--- config.mk ---
export PLATFORM = sky130hd
export DESIGN_NAME = coin_acceptor
export DESIGN_NICKNAME = d
export VERILOG_FILES = /design/src/rtl/coin_acceptor_pkg.sv /design/src/rtl/coin_debounce.sv /design/src/rtl/coin_acceptor.sv
export SDC_FILE = /design/constraint.sdc
export NUM_CORES = 1
export LEC_CHECK = 0
export ABC_AREA = 1
export BUFFER_PORTS_ARGS = -buffer_cell sky130_fd_sc_hd__buf_2
export CAP_MARGIN = 40
export CORE_MARGIN = 2
export CORE_UTILIZATION = 32
export CTS_CLUSTER_DIAMETER = 40
export DETAILED_ROUTE_END_ITERATION = 10
export SLEW_MARGIN = 25
export SYNTH_ARGS = -nofsm -noshare
export SYNTH_HDL_FRONTEND = slang
export SYNTH_SLANG_ARGS = --single-unit
--- constraint.sdc ---
create_clock -name clk -period 8.4 [get_ports clk]
set_input_delay 1.68 -clock clk [delete_from_list [all_inputs] [get_ports clk]]
set_output_delay 1.68 -clock clk [all_outputs]
set_load 0.02 [all_outputs]
--- src/rtl/coin_acceptor_pkg.sv ---
// Shared definitions for the coin acceptor: coin codes on the coin bus,
// rupee values, and the issue FSM state encoding.
package coin_acceptor_pkg;

  localparam logic [1:0] COIN_NONE = 2'b00;
  localparam logic [1:0] COIN_5    = 2'b01;
  localparam logic [1:0] COIN_10   = 2'b10;

  localparam logic [6:0] VAL_5  = 7'd5;
  localparam logic [6:0] VAL_10 = 7'd10;

  typedef enum logic [1:0] {
    ST_IDLE  = 2'd0,
    ST_ISSUE = 2'd1,
    ST_GAP   = 2'd2
  } issue_state_t;

  // Rupee value of a coin code; an empty or illegal code is worth nothing.
  function automatic logic [6:0] coin_value(input logic [1:0] code);
    case (code)
      COIN_5:  return VAL_5;
      COIN_10: return VAL_10;
      default: return 7'd0;
    endcase
  endfunction

endpackage

--- src/rtl/coin_debounce.sv ---
// Sensor debouncer: 2-flop synchronizer, saturating high-level counter and a
// one-cycle event pulse registered on the cycle the counter reaches DEB_CYC.
// Ports:
//   clk    - system clock
//   reset  - asynchronous active-low reset
//   sns    - raw asynchronous sensor level
//   evt    - one-cycle pulse per accepted sensor pulse
module coin_debounce #(
  parameter int DEB_CYC = 4
) (
  input  logic clk,
  input  logic reset,
  input  logic sns,
  output logic evt
);

  localparam logic [3:0] CNT_MAX = 4'(DEB_CYC);
  localparam logic [3:0] CNT_TC  = 4'(DEB_CYC - 1);

  logic [1:0] sync;
  logic [3:0] cnt;

  // Once saturated the counter stops, so no further event is possible until
  // the level drops and clears it.
  always_ff @(posedge clk or negedge reset) begin
    if (!reset) begin
      sync <= 2'b00;
      cnt  <= 4'd0;
      evt  <= 1'b0;
    end else begin
      sync <= {sync[0], sns};
      evt  <= 1'b0;
      if (!sync[1]) begin
        cnt <= 4'd0;
      end else if (cnt != CNT_MAX) begin
        cnt <= cnt + 4'd1;
        evt <= (cnt == CNT_TC);
      end
    end
  end

endmodule

--- src/rtl/coin_acceptor.sv ---
// Coin acceptor front end: debounces the Rs 5 / Rs 10 sensors, admits coins
// into a small queue against a credit ceiling, and issues them one at a time
// to the vending FSM while tracking delivered credit.
// Ports:
//   clk, reset     - clock, asynchronous active-low reset
//   sns5, sns10    - raw bouncy coin sensors
//   hold           - downstream busy; blocks issue while high (sampled in IDLE)
//   clr_credit     - one-cycle pulse zeroing delivered credit
//   coin           - registered coin code (00 none, 01 Rs 5, 10 Rs 10)
//   reject         - registered one-cycle coin-return pulse
//   credit         - registered delivered credit in rupees
//   fifo_full      - registered queue-full flag
//
// state    | meaning
// ST_IDLE  | coin=00, waiting for a queued coin with hold low
// ST_ISSUE | popped coin code driven on coin for one cycle
// ST_GAP   | coin=00 spacer cycle before the next issue
module coin_acceptor
  import coin_acceptor_pkg::*;
#(
  parameter int DEB_CYC    = 4,
  parameter int FIFO_DEPTH = 4,
  parameter int MAX_CREDIT = 50
) (
  input  logic       clk,
  input  logic       reset,
  input  logic       sns5,
  input  logic       sns10,
  input  logic       hold,
  input  logic       clr_credit,
  output logic [1:0] coin,
  output logic       reject,
  output logic [5:0] credit,
  output logic       fifo_full
);

  localparam int            PW      = $clog2(FIFO_DEPTH);
  localparam logic [PW:0]   DEPTH_C = (PW + 1)'(FIFO_DEPTH);
  localparam logic [7:0]    MAX_C   = 8'(MAX_CREDIT);

  logic             evt5, evt10;
  logic [1:0]       mem [FIFO_DEPTH];
  logic [PW-1:0]    wr_ptr, rd_ptr;
  logic [PW:0]      count, count_next;
  logic [6:0]       queued_sum;
  issue_state_t     state;

  logic             both, single, push, pop;
  logic [1:0]       in_code;
  logic [6:0]       in_val, head_val;
  logic [7:0]       total;

  coin_debounce #(.DEB_CYC(DEB_CYC)) u_deb5 (
    .clk   (clk),
    .reset (reset),
    .sns   (sns5),
    .evt   (evt5)
  );

  coin_debounce #(.DEB_CYC(DEB_CYC)) u_deb10 (
    .clk   (clk),
    .reset (reset),
    .sns   (sns10),
    .evt   (evt10)
  );

  // Admission compares against credit plus everything already queued, so the
  // credit can never overshoot MAX_CREDIT once the queue drains. A pop in the
  // same cycle moves value from queued_sum to credit and leaves the sum intact.
  always_comb begin
    both       = evt5 & evt10;
    single     = evt5 ^ evt10;
    in_code    = evt10 ? COIN_10 : COIN_5;
    in_val     = coin_value(in_code);
    total      = {2'b00, credit} + {1'b0, queued_sum} + {1'b0, in_val};
    push       = single && (count != DEPTH_C) && (total <= MAX_C);
    pop        = (state == ST_IDLE) && (count != '0) && !hold;
    head_val   = coin_value(mem[rd_ptr]);
    count_next = count + (PW + 1)'(push) - (PW + 1)'(pop);
  end

  always_ff @(posedge clk) begin
    if (push) mem[wr_ptr] <= in_code;
  end

  always_ff @(posedge clk or negedge reset) begin
    if (!reset) begin
      wr_ptr     <= '0;
      rd_ptr     <= '0;
      count      <= '0;
      queued_sum <= 7'd0;
      fifo_full  <= 1'b0;
      reject     <= 1'b0;
    end else begin
      if (push) wr_ptr <= wr_ptr + PW'(1);
      if (pop)  rd_ptr <= rd_ptr + PW'(1);
      count      <= count_next;
      fifo_full  <= (count_next == DEPTH_C);
      queued_sum <= queued_sum + (push ? in_val : 7'd0) - (pop ? head_val : 7'd0);
      reject     <= both | (single & ~push);
    end
  end

  always_ff @(posedge clk or negedge reset) begin
    if (!reset) begin
      state  <= ST_IDLE;
      coin   <= COIN_NONE;
      credit <= 6'd0;
    end else begin
      case (state)
        ST_IDLE: begin
          coin <= COIN_NONE;
          if (pop) begin
            coin  <= mem[rd_ptr];
            state <= ST_ISSUE;
          end
        end
        ST_ISSUE: begin
          coin  <= COIN_NONE;
          state <= ST_GAP;
        end
        ST_GAP: begin
          coin  <= COIN_NONE;
          state <= ST_IDLE;
        end
        default: begin
          coin  <= COIN_NONE;
          state <= ST_IDLE;
        end
      endcase

      // A clear coinciding with a pop keeps only the popped coin's value.
      if (pop)
        credit <= (clr_credit ? 6'd0 : credit) + head_val[5:0];
      else if (clr_credit)
        credit <= 6'd0;
    end
  end

endmodule

==> summary.txt <==
STA
  – Slew Limit Fails: 0
  – Period utilisation layout: 52.4%
  – Setup tns final: 0 ns
  – RSZ-0062 raised after global routing: false
  – Final hold vios: 0
  – Worst rel slew slack: 66.5%
  – Worst hold slack: 0.355 ns
  – Tmin final: 4.40 ns
  – Fmax: 0.227 GHz
  – Clk_skew: 0.00320 ns
  – Worst Tran Pin Value: 0.502 ns
  – Setup violations, final: 0
  – Slack of the critical path: ~4 ns

Power
  – Power per Cell Area: 365 mW/mm²
  – Total power: 1.18 mW
  – Peak VDD IR: 103 µV
  – Leak: 1.68 nW

Clock tree
  – Clock latency on the worst-skew pair: 0.29 ns
  – Clock sinks: 48
  – Root Buffer: clkbuf_8
  – Num CTS Buffers: 5
  – CTS tree: yes
  – Clock buffer depth: 2
  – Post-CTS Hold Fix Bufs: 0
  – CTS H-tree lvls: 2
  – Clock slew at reported path FFs: roughly 0.090 ns
  – Post-CTS Setup Repair Bufs: 0
  – Post-CTS Resized: 0

Synthesis
  – Net Count, Synth: 360
  – Prevailing post-synth register cell: dfrtp_1
  – Post-synth EDFFs: 8
  – Largest area contributor in the netlist: dfrtp_1
  – Netlist Area Pre-Place: 0.00290 mm²
  – Count of cell types in the netlist: 32
  – Share of the synthesized area in the top cell type: between 30% and 40%
  – Count leader, synth: inv_1
  – Top post-synthesis cells by area: dfrtp_1, ha_1, edfxtp_1
  – Cells after Synth: 313
  – Commonest cells in the netlist: inv_1, nand2_1, dfrtp_1, ha_1, nor2_1
  – Mapped Avg Cell Area: slightly above 9 µm²
  – Synthesis warning total: 0
  – Seq/Total Area, Yosys: 42.7%
  – Number of synthesized register bits: between 40 and 50
  – FFs w/ async S/R, synth: 83.3%

Critical path
  – Slowest CP cell: fa_1
  – CP peak stage delay: 0.54 ns
  – R2r setup slk: 4.00 ns
  – R2R Path Start: u_deb10.evt
  – Crit end category: flip-flop
  – Critical path data arrival time: around 4.6 ns
  – WP data required: 8.62 ns
  – RR Endpoint: queued_sum[6]
  – Setup Crit Path Kind: flip-flop to flip-flop
  – Worst Path Max Fanout: 8
  – R2r worst-path depth: 20
  – Crit path launch type: flip-flop
  – Cell Chain, Critical Path: inv_1 > fa_1 > inv_1 > ha_1 > fa_1 > a21oi_1 > o21ai_0 > nand3_2 > nor2_4 > nor2_4 > nand2_1 > fa_1 > inv_1 > fa_1 > nand3_1 > nand2_1 > nand2_1 > nand2_1 > a21oi_1 > xor2_1

Drt
  – Via density per instance: approximately 4.5
  – Drc violations: 0
  – Vias after detailed routing: 1987
  – Initial detailed-routing violation count: 65
  – Antenna Nets Post-Route: 0
  – Routed wire length per instance: about 11 µm
  – DR pass1 iterations: 4
  – Routed wire length: 4.86 mm

Placement
  – Placed insts: approximately 440
  – GP Congestion: just under 0.8
  – Post-DP HPWL: around 4 mm
  – Port Buffers: 15
  – DP Worst Slack: 3.99 ns

Global route
  – Largest net degree at the start of global routing: 22
  – Initial antenna violation count: 0
  – Vias in the first global route: roughly 1.9k
  – First-pass GRT wire length: ~8.5 mm
  – Gr ovfl total: 0
  – GRT Util Overall: 10.7%

Finish
  – Layout net count: 382
  – Final cell count without fillers: between 400 and 500
  – Layout fillers: between 800 and 900
  – Antenna Cells: 0
  – Fraction of layout cells with a size suffix above 1: 12.5%
  – Multi-input logic area: 0.00142 mm²
  – Register area: 0.00124 mm²
  – Layout area overhead: 11.5%

Floorplanning
  – Core Box Area: 0.00876 mm²
  – # IOs: 16
  – Die width: 99.3 µm
  – DIE AREA: 0.00985 mm²
  – FP Rows: 34
  – Starting Density: 33.1%
  – Height of the die: between 90 and 100 µm

Hold path
  – Hold path depth: 0
  – Hold Startpoint: u_deb5.sync[0]
  – Worst Hold Class: flip-flop to flip-flop
  – Hold Path End: u_deb5.sync[1]

Run
  – Max Cap Viol: 0

Run status
  – Status: complete, no violations
==> per-layer routing <==
layer | up-vias | routed length, µm | global-route usage [%] | part of all wire (%)
met5 | - | 0 | 0 | 0
met4 | 0 | 41 | 2.85 | 0.84
met1 | 933 | 2310 | 14.1 | 47
met3 | 2 | 139 | 2.25 | 2.9
met2 | 26 | 2370 | 17.9 | 49
li1 | 1026 | - | - | -
==> kinds of logic (layout without fill, tap and decap cells) <==
| group | count (synthesis) | in the layout | synth area share [%] |
|---|---|---|---|
| buffers and inverters | 64 | 87 | 8.40 |
| and+or+nand+nor | 120 | 120 | 19.0 |
| AOI/OAI and AO/OA | 30 | 30 | 6.29 |
| adders and majority gates | 41 | 41 | 20.5 |
| xor gates and xnor gates | 10 | 10 | 3.02 |
| DFF | 48 | 48 | 42.7 |
==> cells in the final DEF (no fill, tap or decap), types with 4 or more instances in the layout <==
| master | Yosys | routed |
|---|---|---|
| o21ai_0 | 11 | 11 |
| inv_1 | 58 | 58 |
| clkbuf_8 | 0 | 5 |
| nor3_1 | 7 | 7 |
| buf_2 | 1 | 15 |
| ha_1 | 30 | 30 |
| edfxtp_1 | 8 | 8 |
| nand3_1 | 20 | 20 |
| nor2_2 | 4 | 4 |
| fa_1 | 11 | 11 |
| dfrtp_1 | 40 | 40 |
| nand2_1 | 53 | 53 |
| xor2_1 | 9 | 9 |
| a21oi_1 | 8 | 8 |
| nor2_1 | 25 | 25 |
==> worst max-delay path by stage <==
stage                     start       endpoint  slack, ns
floorplan           u_deb10.evt  queued_sum[6]       4.39
global placement    u_deb10.evt  queued_sum[6]       4.00
detailed placement  u_deb10.evt  queued_sum[6]       3.99
CTS                 u_deb10.evt  queued_sum[6]       3.95
global route        u_deb10.evt  queued_sum[6]       3.59
finish              u_deb10.evt  queued_sum[6]       4.00
==> registers in the layout, summed over array words and instances (netlist names), 2 cells and up <==
signal	count
rd_ptr	2
count	3
wr_ptr	2
u_deb5.cnt	4
u_deb5.sync	2
queued_sum	7
state	2
u_deb10.cnt	4
credit	6
coin	2
u_deb10.sync	2
mem	8
==> area by class of cell <==
cell class | instances | share of cell area, %
multi-input cells | 201 | 43.8
well taps | 108 | 4.17
inverters | 63 | 7.38
flip-flops and latches | 48 | 38.3
repair buffers | 16 | 3.17
clock buffers | 7 | 3.01
clock inverters | 1 | 0.154
==> metrics by stage <==
| step | cell area, µm² | utilization [%] |
|---|---|---|
| 6_report | 3240 | 37.0 |
| 2_1_floorplan | 2900 | - |
| 5_1_grt | 3240 | 37.0 |
| 3_3_place_gp | 3110 | 35.5 |
| 3_5_place_dp | 3140 | 35.8 |
| 4_1_cts | 3240 | 37.0 |
==> worst max-delay path, delay by kind of cell, from the launching register on <==
kind / cells / cell delay [ns]
AO/OA/AOI/OAI: 3 / 0.43
XOR/XNOR: 1 / 0.16
adder cells (fa/ha/maj): 5 / 2.15
buffers and inverters: 3 / 0.33
flip-flops: 1 / 0.50
AND/OR/NAND/NOR: 8 / 0.75
==> report_power, final <==
| part | switching [mW] | total [mW] | internal (mW) |
|---|---|---|---|
| Combinational | 0.412 | 0.675 | 0.263 |
| Clock | 0.0763 | 0.153 | 0.0765 |
| Sequential | 0.0504 | 0.355 | 0.305 |
Note: power is estimated with default switching activity, not from simulation.
